===== config.mk =====
export PLATFORM = sky130hd
export DESIGN_NAME = gf180mcu_clkdiv_gate
export DESIGN_NICKNAME = d
export VERILOG_FILES = /design/src/rtl/gf180mcu_clkdiv_gate.sv
export SDC_FILE = /design/constraint.sdc
export NUM_CORES = 1
export LEC_CHECK = 0
export ABC_AREA = 1
export BUFFER_PORTS_ARGS = -buffer_cell sky130_fd_sc_hd__buf_2
export CORE_ASPECT_RATIO = 1.25
export CORE_UTILIZATION = 50
export DETAILED_ROUTE_END_ITERATION = 10
export PLACE_DENSITY_LB_ADDON = 0.08
export SKIP_LAST_GASP = 1
export SLEW_MARGIN = 10
export SYNTH_ARGS = -nofsm -noshare
export SYNTH_HDL_FRONTEND = slang
export SYNTH_SLANG_ARGS = --single-unit

===== constraint.sdc =====
create_clock -name CLK -period 2.2 [get_ports CLK]
set_input_delay 0.44 -clock CLK [delete_from_list [all_inputs] [get_ports CLK]]
set_output_delay 0.44 -clock CLK [all_outputs]
set_load 0.005 [all_outputs]

===== src/rtl/gf180mcu_clkdiv_gate.sv =====
// Gated integer clock divider: Z = CLK / (DIV+2), glitch-free start/stop.
// Ports: CLK, RST (sync, active-high), EN, DIV/DIV_REQ/DIV_ACK, Z, TICK, ACTIVE.
module gf180mcu_clkdiv_gate #(
  parameter int DIV_W   = 4,
  parameter int DIV_RST = 0
) (
  input  logic             CLK,
  input  logic             RST,
  input  logic             EN,
  input  logic [DIV_W-1:0] DIV,
  input  logic             DIV_REQ,
  output logic             DIV_ACK,
  output logic             Z,
  output logic             TICK,
  output logic             ACTIVE
);

  localparam int CW = DIV_W + 2;

  typedef enum logic [1:0] {
    IDLE,
    RUN,
    STOP
  } state_t;

  state_t           state;
  state_t           state_n;
  logic [DIV_W-1:0] div_r;
  logic [DIV_W-1:0] div_n;
  logic [DIV_W-1:0] pend_d;
  logic             pend_v;
  logic             req_q;
  logic [CW-1:0]    cnt;
  logic [CW-1:0]    cnt_n;
  logic [CW-1:0]    last;
  logic [CW-1:0]    half_n;
  logic             wrap;
  logic             cap;
  logic             load;
  logic             act_n;

  always_comb begin
    last    = CW'(div_r) + CW'(1);
    wrap    = (cnt == last);
    cap     = DIV_REQ && !req_q && !pend_v;
    state_n = state;
    cnt_n   = '0;
    unique case (state)
      IDLE: begin
        if (EN) state_n = RUN;
      end
      RUN: begin
        cnt_n = wrap ? '0 : cnt + CW'(1);
        // EN dropped on the last cycle: no further period to finish
        if (!EN) state_n = wrap ? IDLE : STOP;
      end
      STOP: begin
        cnt_n = wrap ? '0 : cnt + CW'(1);
        if (EN)        state_n = RUN;
        else if (wrap) state_n = IDLE;
      end
      default: state_n = IDLE;
    endcase
    // new divisor only at a period boundary so no phase is cut short
    load   = pend_v && ((state == IDLE) || wrap);
    div_n  = load ? pend_d : div_r;
    half_n = (CW'(div_n) + CW'(3)) >> 1;
    act_n  = (state_n != IDLE);
  end

  always_ff @(posedge CLK) begin
    if (RST) begin
      state   <= IDLE;
      cnt     <= '0;
      div_r   <= DIV_W'(DIV_RST);
      pend_v  <= 1'b0;
      pend_d  <= '0;
      // track DIV_REQ so a level held across reset is not an edge
      req_q   <= DIV_REQ;
      Z       <= 1'b0;
      TICK    <= 1'b0;
      DIV_ACK <= 1'b0;
      ACTIVE  <= 1'b0;
    end else begin
      state   <= state_n;
      cnt     <= cnt_n;
      div_r   <= div_n;
      req_q   <= DIV_REQ;
      if (cap) begin
        pend_v <= 1'b1;
        pend_d <= DIV;
      end else if (load) begin
        pend_v <= 1'b0;
      end
      Z       <= act_n && (cnt_n < half_n);
      TICK    <= act_n && (cnt_n == '0);
      DIV_ACK <= load;
      ACTIVE  <= act_n;
    end
  end

endmodule

==> results of run 1 <==
state kept, by name, summed over array words and instances (netlist names), 2 cells and up:
| name | flops |
|---|---|
| pend_d | 4 |
| state | 2 |
| div_r | 4 |
| cnt | 6 |
cell usage after synthesis, types with 2 or more instances:
cell	count
o21ai_0	3
a21oi_1	7
nand2_2	2
nor2_1	18
inv_2	2
o21ai_2	2
a211oi_1	3
ha_1	9
nand2_1	43
nand3_1	18
nand2_8	2
dfxtp_1	22
inv_1	28
xor2_1	2
nand4_1	4
critical path, delay by kind of cell, from the launching register on:
family / cells / cell delay, ns
flops: 1 / 0.35
fa+ha+maj: 2 / 0.48
buf+inv: 1 / 0.04
compound gates: 4 / 0.37
simple gates: 9 / 1.02
timing repair:
action / CTS / global route
pin swaps: 9 / 14
buffers inserted: 2 / 0
gates cloned: 0 / 0
endpoints found under the setup margin: 1 / 1
gates resized for setup: 8 / 9
layout make-up:
class                   instances  area (sq um)  share of cell area
multi-input cells             123           791               0.511
repair buffers                 22           138              0.0889
clock buffers                   3          22.5              0.0146
well taps                      33          41.3              0.0267
inverters                      30           113              0.0728
flip-flops and latches         22           443               0.286
how the worst min path moves through the flow:
stage,endpoint,start
global route,req_q,DIV_REQ
global placement,pend_d[3],pend_d[3]
floorplan,pend_d[3],pend_d[3]
CTS,req_q,DIV_REQ
detailed placement,pend_d[1],pend_d[1]
finish,req_q,DIV_REQ
per-layer routing:
layer | vias to the layer above | wire length (um) | GRT usage
li1 | 608 | - | -
met1 | 546 | 1190 | 0.268
met2 | 22 | 1480 | 0.431
met3 | 9 | 77 | 0.0215
met4 | 0 | 70 | 0.0939
met5 | - | 0 | 0
where the power goes:
group          internal, mW  total, mW  switching [mW]
logic                 0.115      0.284           0.169
registers             0.432      0.452          0.0208
clock network        0.0642      0.187           0.123
kinds of logic (layout without fill, tap and decap cells):
| group | count (synthesis) | in the layout | share of synthesized area |
|---|---|---|---|
| AOI/OAI and AO/OA | 19 | 19 | 0.0987 |
| xor gates and xnor gates | 2 | 2 | 0.0138 |
| adders and majority gates | 9 | 9 | 0.0888 |
| DFF | 22 | 22 | 0.347 |
| buffers and inverters | 33 | 55 | 0.0987 |
| and+or+nand+nor | 93 | 93 | 0.352 |
placed cells by master (no fill, tap or decap), types with 4 or more instances in the layout:
cell type,netlist,routed
nor2_1,18,18
ha_1,9,6
dfxtp_1,22,20
nand2_1,43,37
buf_4,0,11
nand4_1,4,4
a21oi_1,7,4
nand3_1,18,17
buf_2,1,11
inv_1,28,27
nand2_4,1,4
nand2_2,2,5
==> impl_metrics.py, run 1 <==
metrics = {
    "sta": {
        "slew_headroom": 0.760,
        "finalHoldViolations": 0,
        "fmax_ghz": 0.430,
        "clock_skew_ns": 0.00279,
        "tns_ns": -0.127,
        "worst_slew_pin_slew_ns": 0.360,
        "whs_ns": 0.249,
        "period_share": 1.06,
        "worst_slack_ns": -0.127,
        "fin_crit_ns": 2.33,
        "maxSlewViolCount": 0,
        "grt_setup_unrepaired": "true",
        "setup_viol": 1,
    },
    "hold_path": {
        "hold_path.class": "primary input to flop",
        "hold_depth": 1,
    },
    "placed_design": {
        "pre_cts_ws_ns": -0.161,
        "placed_area_sq_um": 1440,
        "place_congestion": 0.789,
        "io_buffers": 11,
        "dp_cells": 228,
        "dpl.hpwl_um": 2120,
    },
    "critical_path": {
        "cp_slowest_cell": "dfxtp_2",
        "reg2reg_setup_slack_ns": -0.13,
        "critPathCapture": "Z",
        "path_cells": "ha_4, inv_2, or2_1, nand3_2, nor2_4, nand2_4, nand2_8, nand2_8, nand2_4, o21ai_4, o21ai_2, or2_4, ha_4, a21oi_2, nand3_1, a21oi_2",
        "cp.arrival_ns": 2.59,
        "cp_max_fo": 8,
        "endpoint_kind": "flop",
        "critical_path_class": "flop to flop",
        "critPathLaunchType": "flop",
        "r2r-end": "Z",
        "crit_start": "div_r[1]",
        "worstReg2RegStart": "div_r[1]",
        "cp_data_required_time_ns": 2.46,
        "r2r_cells": 16,
        "slowest_delay_ns": 0.35,
    },
    "synthesis": {
        "synth_top_area_frac": 0.347,
        "syn_avg_cell_area_sq_um": 7.12,
        "syn_inst": 178,
        "ys_seq_area_frac": 0.347,
        "ys.flop_type": "dfxtp_1",
        "syn_nets": 195,
        "syn-cell-area_sq_um": 1270,
        "ys_top_cells_by_area": "dfxtp_1 (35%), nand2_1 (13%), ha_1 (8.9%), inv_1 (8.3%), nand3_1 (7.1%)",
        "async_flop_share": 0,
        "ys_ff_latch": 22,
        "synthDistinctLibCells": 28,
        "yosysTopAreaCell": "dfxtp_1",
        "synth_edf_count": 0,
        "yosys_warnings": 0,
    },
    "global_route": {
        "gr-total-overflow": 0,
        "grt_pass1_wl_um": 4630,
        "grt_max_degree": 18,
        "grt_pass1_vias": 1143,
        "antenna_found_initial": 0,
        "grt_usage": 0.235,
    },
    "status": {
        "violations": "setup timing",
        "status": "complete, but fails checks",
    },
    "die": {
        "die_w_um": 47.0,
        "core-area_sq_um": 2430,
        "initial_core_util": 0.522,
        "rows": 20,
        "die_area_sq_um": 2740,
        "io-pin-count": 12,
        "die_h_um": 58.3,
    },
    "routing": {
        "viasPerCell": 5.09,
        "drtIter0Drc": 32,
        "routed-via-count": 1185,
        "wl_per_cell_um": 12.1,
        "drt-total-wl_um": 2810,
        "drcViolationCount": 0,
        "dr.pass1.iters": 4,
        "ant_nets": 0,
    },
    "cts": {
        "cts.clk_slew.worst_paths_ns": 0.12,
        "cts_made_buffers": 3,
        "cts_root_buf": "clkbuf_4",
        "clk_path_buf_depth": 2,
        "ctsHoldBuffers": 0,
        "clock_latency_ns": 0.31,
        "htreeDepth": 1,
        "cts_tree": "yes",
        "cts_sinks": 22,
    },
    "cells_and_area": {
        "final_cells": 233,
        "drive_gt1_frac": 0.275,
        "fin_area_sq_um": 1550,
        "nets": 219,
        "fillers": 227,
        "utilization": 0.638,
        "area_delta_synth_final_pct": 22.1,
        "diodes": 0,
    },
    "power": {
        "p_leak_nw": 0.758,
        "ir_drop_uv": 497,
        "finalPower_mw": 0.924,
        "powerDensity_nw_per_um2": 597,
    },
    "job": {
        "maxCapViolCount": 0,
    },
}
Note: power is estimated with default switching activity, not from simulation.
==> run 2: changes to the inputs <==
ABC_AREA = unset   (was 1)
CORE_UTILIZATION = 45   (was 50)
SKIP_CTS_REPAIR_TIMING = 1   (was unset)
==> impl_metrics.py, run 2 <==
metrics = {
    "synthesis": {
        "synth_commonest_cells": "dfxtp_1 (22), nor2_1 (16), xnor2_1 (12)",
        "synthSimpleGateAreaFrac": 0.190,
        "syn_avg_cell_area_sq_um": 8.94,
        "ys.flop_type": "dfxtp_1",
        "synth_top_area_frac": 0.304,
        "synth_edf_count": 0,
        "synth_top_family_by_area": "compound AO/OA/AOI/OAI gates",
        "ys_ff_latch": 22,
        "synth_xor_area_frac": 0.0847,
        "synthAdderAreaFrac": 0.0778,
        "ys_seq_area_frac": 0.304,
        "syn-cell-area_sq_um": 1450,
        "syn_nets": 179,
        "ys_top_cells_by_area": "dfxtp_1 (30%), ha_1 (7.8%), xnor2_1 (7.3%), mux2i_1 (4.1%), nor2_1 (4.1%)",
        "async_flop_share": 0,
        "syn_inst": 162,
        "synth-compound-area-share": 0.214,
        "yosysMostFrequentCell": "dfxtp_1",
        "yosys_warnings": 0,
        "synthDistinctLibCells": 49,
        "yosysTopAreaCell": "dfxtp_1",
        "synth_mux_area_frac": 0.0519,
    },
    "global_route": {
        "gr-total-overflow": 0,
        "antenna_found_initial": 0,
        "grt_pass1_wl_um": 5290,
        "grt_usage": 0.203,
        "grt_max_degree": 14,
        "grt_pass1_vias": 1228,
    },
    "power": {
        "ir_drop_uv": 379,
        "powerDensity_nw_per_um2": 595,
        "finalPower_mw": 1.05,
        "p_leak_nw": 0.716,
    },
    "hold_path": {
        "hold_path.class": "primary input to flop",
    },
    "cells_and_area": {
        "drive_gt1_frac": 0.325,
        "largest_reg_flops": 6,
        "largestRegisters": "cnt (6), div_r (4), pend_d (4)",
        "fin_area_sq_um": 1770,
        "nets": 212,
        "most-common-layout-cells": "buf_4 (27), dfxtp_1 (21), nor2_1 (15)",
        "top_register": "cnt",
        "area_delta_synth_final_pct": 22.2,
        "utilization": 0.590,
        "mostFrequentLayoutCell": "buf_4",
        "diodes": 0,
    },
    "sta": {
        "period_share": 1.14,
        "slew_headroom": 0.719,
        "worst_slack_ns": -0.302,
        "maxSlewViolCount": 0,
        "clock_skew_ns": 0.000507,
        "finalHoldViolations": 0,
        "grt_setup_unrepaired": "true",
        "worst_slew_pin_slew_ns": 0.421,
        "fmax_ghz": 0.400,
        "setup_viol": 1,
        "fin_crit_ns": 2.50,
    },
    "placed_design": {
        "placed_area_sq_um": 1680,
        "dpl.hpwl_um": 2390,
        "place_congestion": 0.787,
        "io_buffers": 11,
        "pre_cts_ws_ns": -0.342,
    },
    "status": {
        "status": "complete, but fails checks",
        "violations": "setup timing",
    },
    "routing": {
        "drcViolationCount": 0,
        "routed-via-count": 1246,
        "viasPerCell": 5.42,
        "ant_nets": 0,
        "drt-total-wl_um": 3050,
        "wl_per_cell_um": 13.3,
        "dr.pass1.iters": 4,
        "drtIter0Drc": 27,
    },
    "critical_path": {
        "cp.arrival_ns": 2.72,
        "r2r_cells": 11,
        "r2r-end": "Z",
        "endpoint_kind": "flop",
        "worstReg2RegStart": "div_r[1]",
        "cp_data_required_time_ns": 2.41,
        "critical_path_class": "flop to flop",
        "critPathCapture": "Z",
        "crit_start": "div_r[1]",
        "critPathLaunchType": "flop",
        "cp_max_fo": 4,
        "reg2reg_setup_slack_ns": -0.30,
    },
    "cts": {
        "cts_tree": "yes",
        "cts_sinks": 22,
        "htreeDepth": 1,
        "cts_made_buffers": 3,
        "cts_root_buf": "clkbuf_4",
        "cts.clk_slew.worst_paths_ns": 0.13,
        "clk_path_buf_depth": 2,
        "clock_latency_ns": 0.31,
    },
    "die": {
        "rows": 22,
        "die_w_um": 52.7,
        "die_area_sq_um": 3450,
        "core-area_sq_um": 3000,
        "io-pin-count": 12,
        "initial_core_util": 0.482,
        "die_h_um": 65.4,
    },
    "job": {
        "maxCapViolCount": 0,
    },
}
## run 2: logic make-up (layout without fill, tap and decap cells)
| kind of cell | Yosys count | after routing |
|---|---|---|
| buffers and inverters | 18 | 50 |
| adders and majority gates | 9 | 9 |
| xor gates and xnor gates | 14 | 14 |
| DFF | 22 | 22 |
| and+or+nand+nor | 53 | 53 |
| muxes | 7 | 7 |
| AOI/OAI and AO/OA | 39 | 39 |
## run 2: power by group
part / leakage, nW / total (mW) / switching [mW] / internal, mW
combinational: 0.514 / 0.358 / 0.181 / 0.178
sequential: 0.181 / 0.459 / 0.0233 / 0.436
clock: 0.0210 / 0.235 / 0.134 / 0.101
total: 0.716 / 1.05 / 0.338 / 0.715
## run 2: worst min-delay path by stage
stage	from	to	slack [ns]	cells past startpoint
2_1_floorplan	DIV_REQ	req_q	0.47	0
3_3_place_gp	pend_d[3]	div_r[3]	0.53	2
3_5_place_dp	pend_d[3]	div_r[3]	0.54	2
4_1_cts	DIV_REQ	req_q	0.24	1
5_1_grt	DIV_REQ	req_q	0.22	1
6_report	DIV_REQ	req_q	0.24	1
## run 2: stage by stage
stage	instances	hold WS [ns]	setup TNS (ns)
final	230	0.240	-0.302
after floorplan	162	0.468	-0.348
after global routing	230	0.221	-0.472
after global placement	224	0.533	-0.291
after detailed placement	224	0.536	-0.342
after CTS	228	0.238	-0.398
## run 2: layout make-up
| type | count | area, sq um |
|---|---|---|
| Clock buffer | 4 | 36.3 |
| Fill cell | 295 | 1230 |
| Inverter | 8 | 30.0 |
| Multi-Input combinational cell | 122 | 956 |
| Sequential cell | 22 | 444 |
| Tap cell | 36 | 45.0 |
| Timing Repair Buffer | 38 | 258 |
## run 2: metal layers
layer	vias to the layer above	global-route usage	part of all wire
met5	-	0	0
met1	580	0.242	0.45
met2	19	0.377	0.52
li1	645	-	-
met3	2	0.0278	0.024
met4	0	0.0395	0.0033
## run 2: worst max-delay path: stages, from the launching register on
cell	delay, ns
dfxtp_4	0.37
ha_4	0.17
o21ba_1	0.17
a221oi_2	0.28
o2111a_2	0.26
o21ai_4	0.07
mux2_4	0.32
ha_4	0.27
o211a_1	0.17
a22oi_2	0.06
o31ai_1	0.20
a311oi_1	0.06
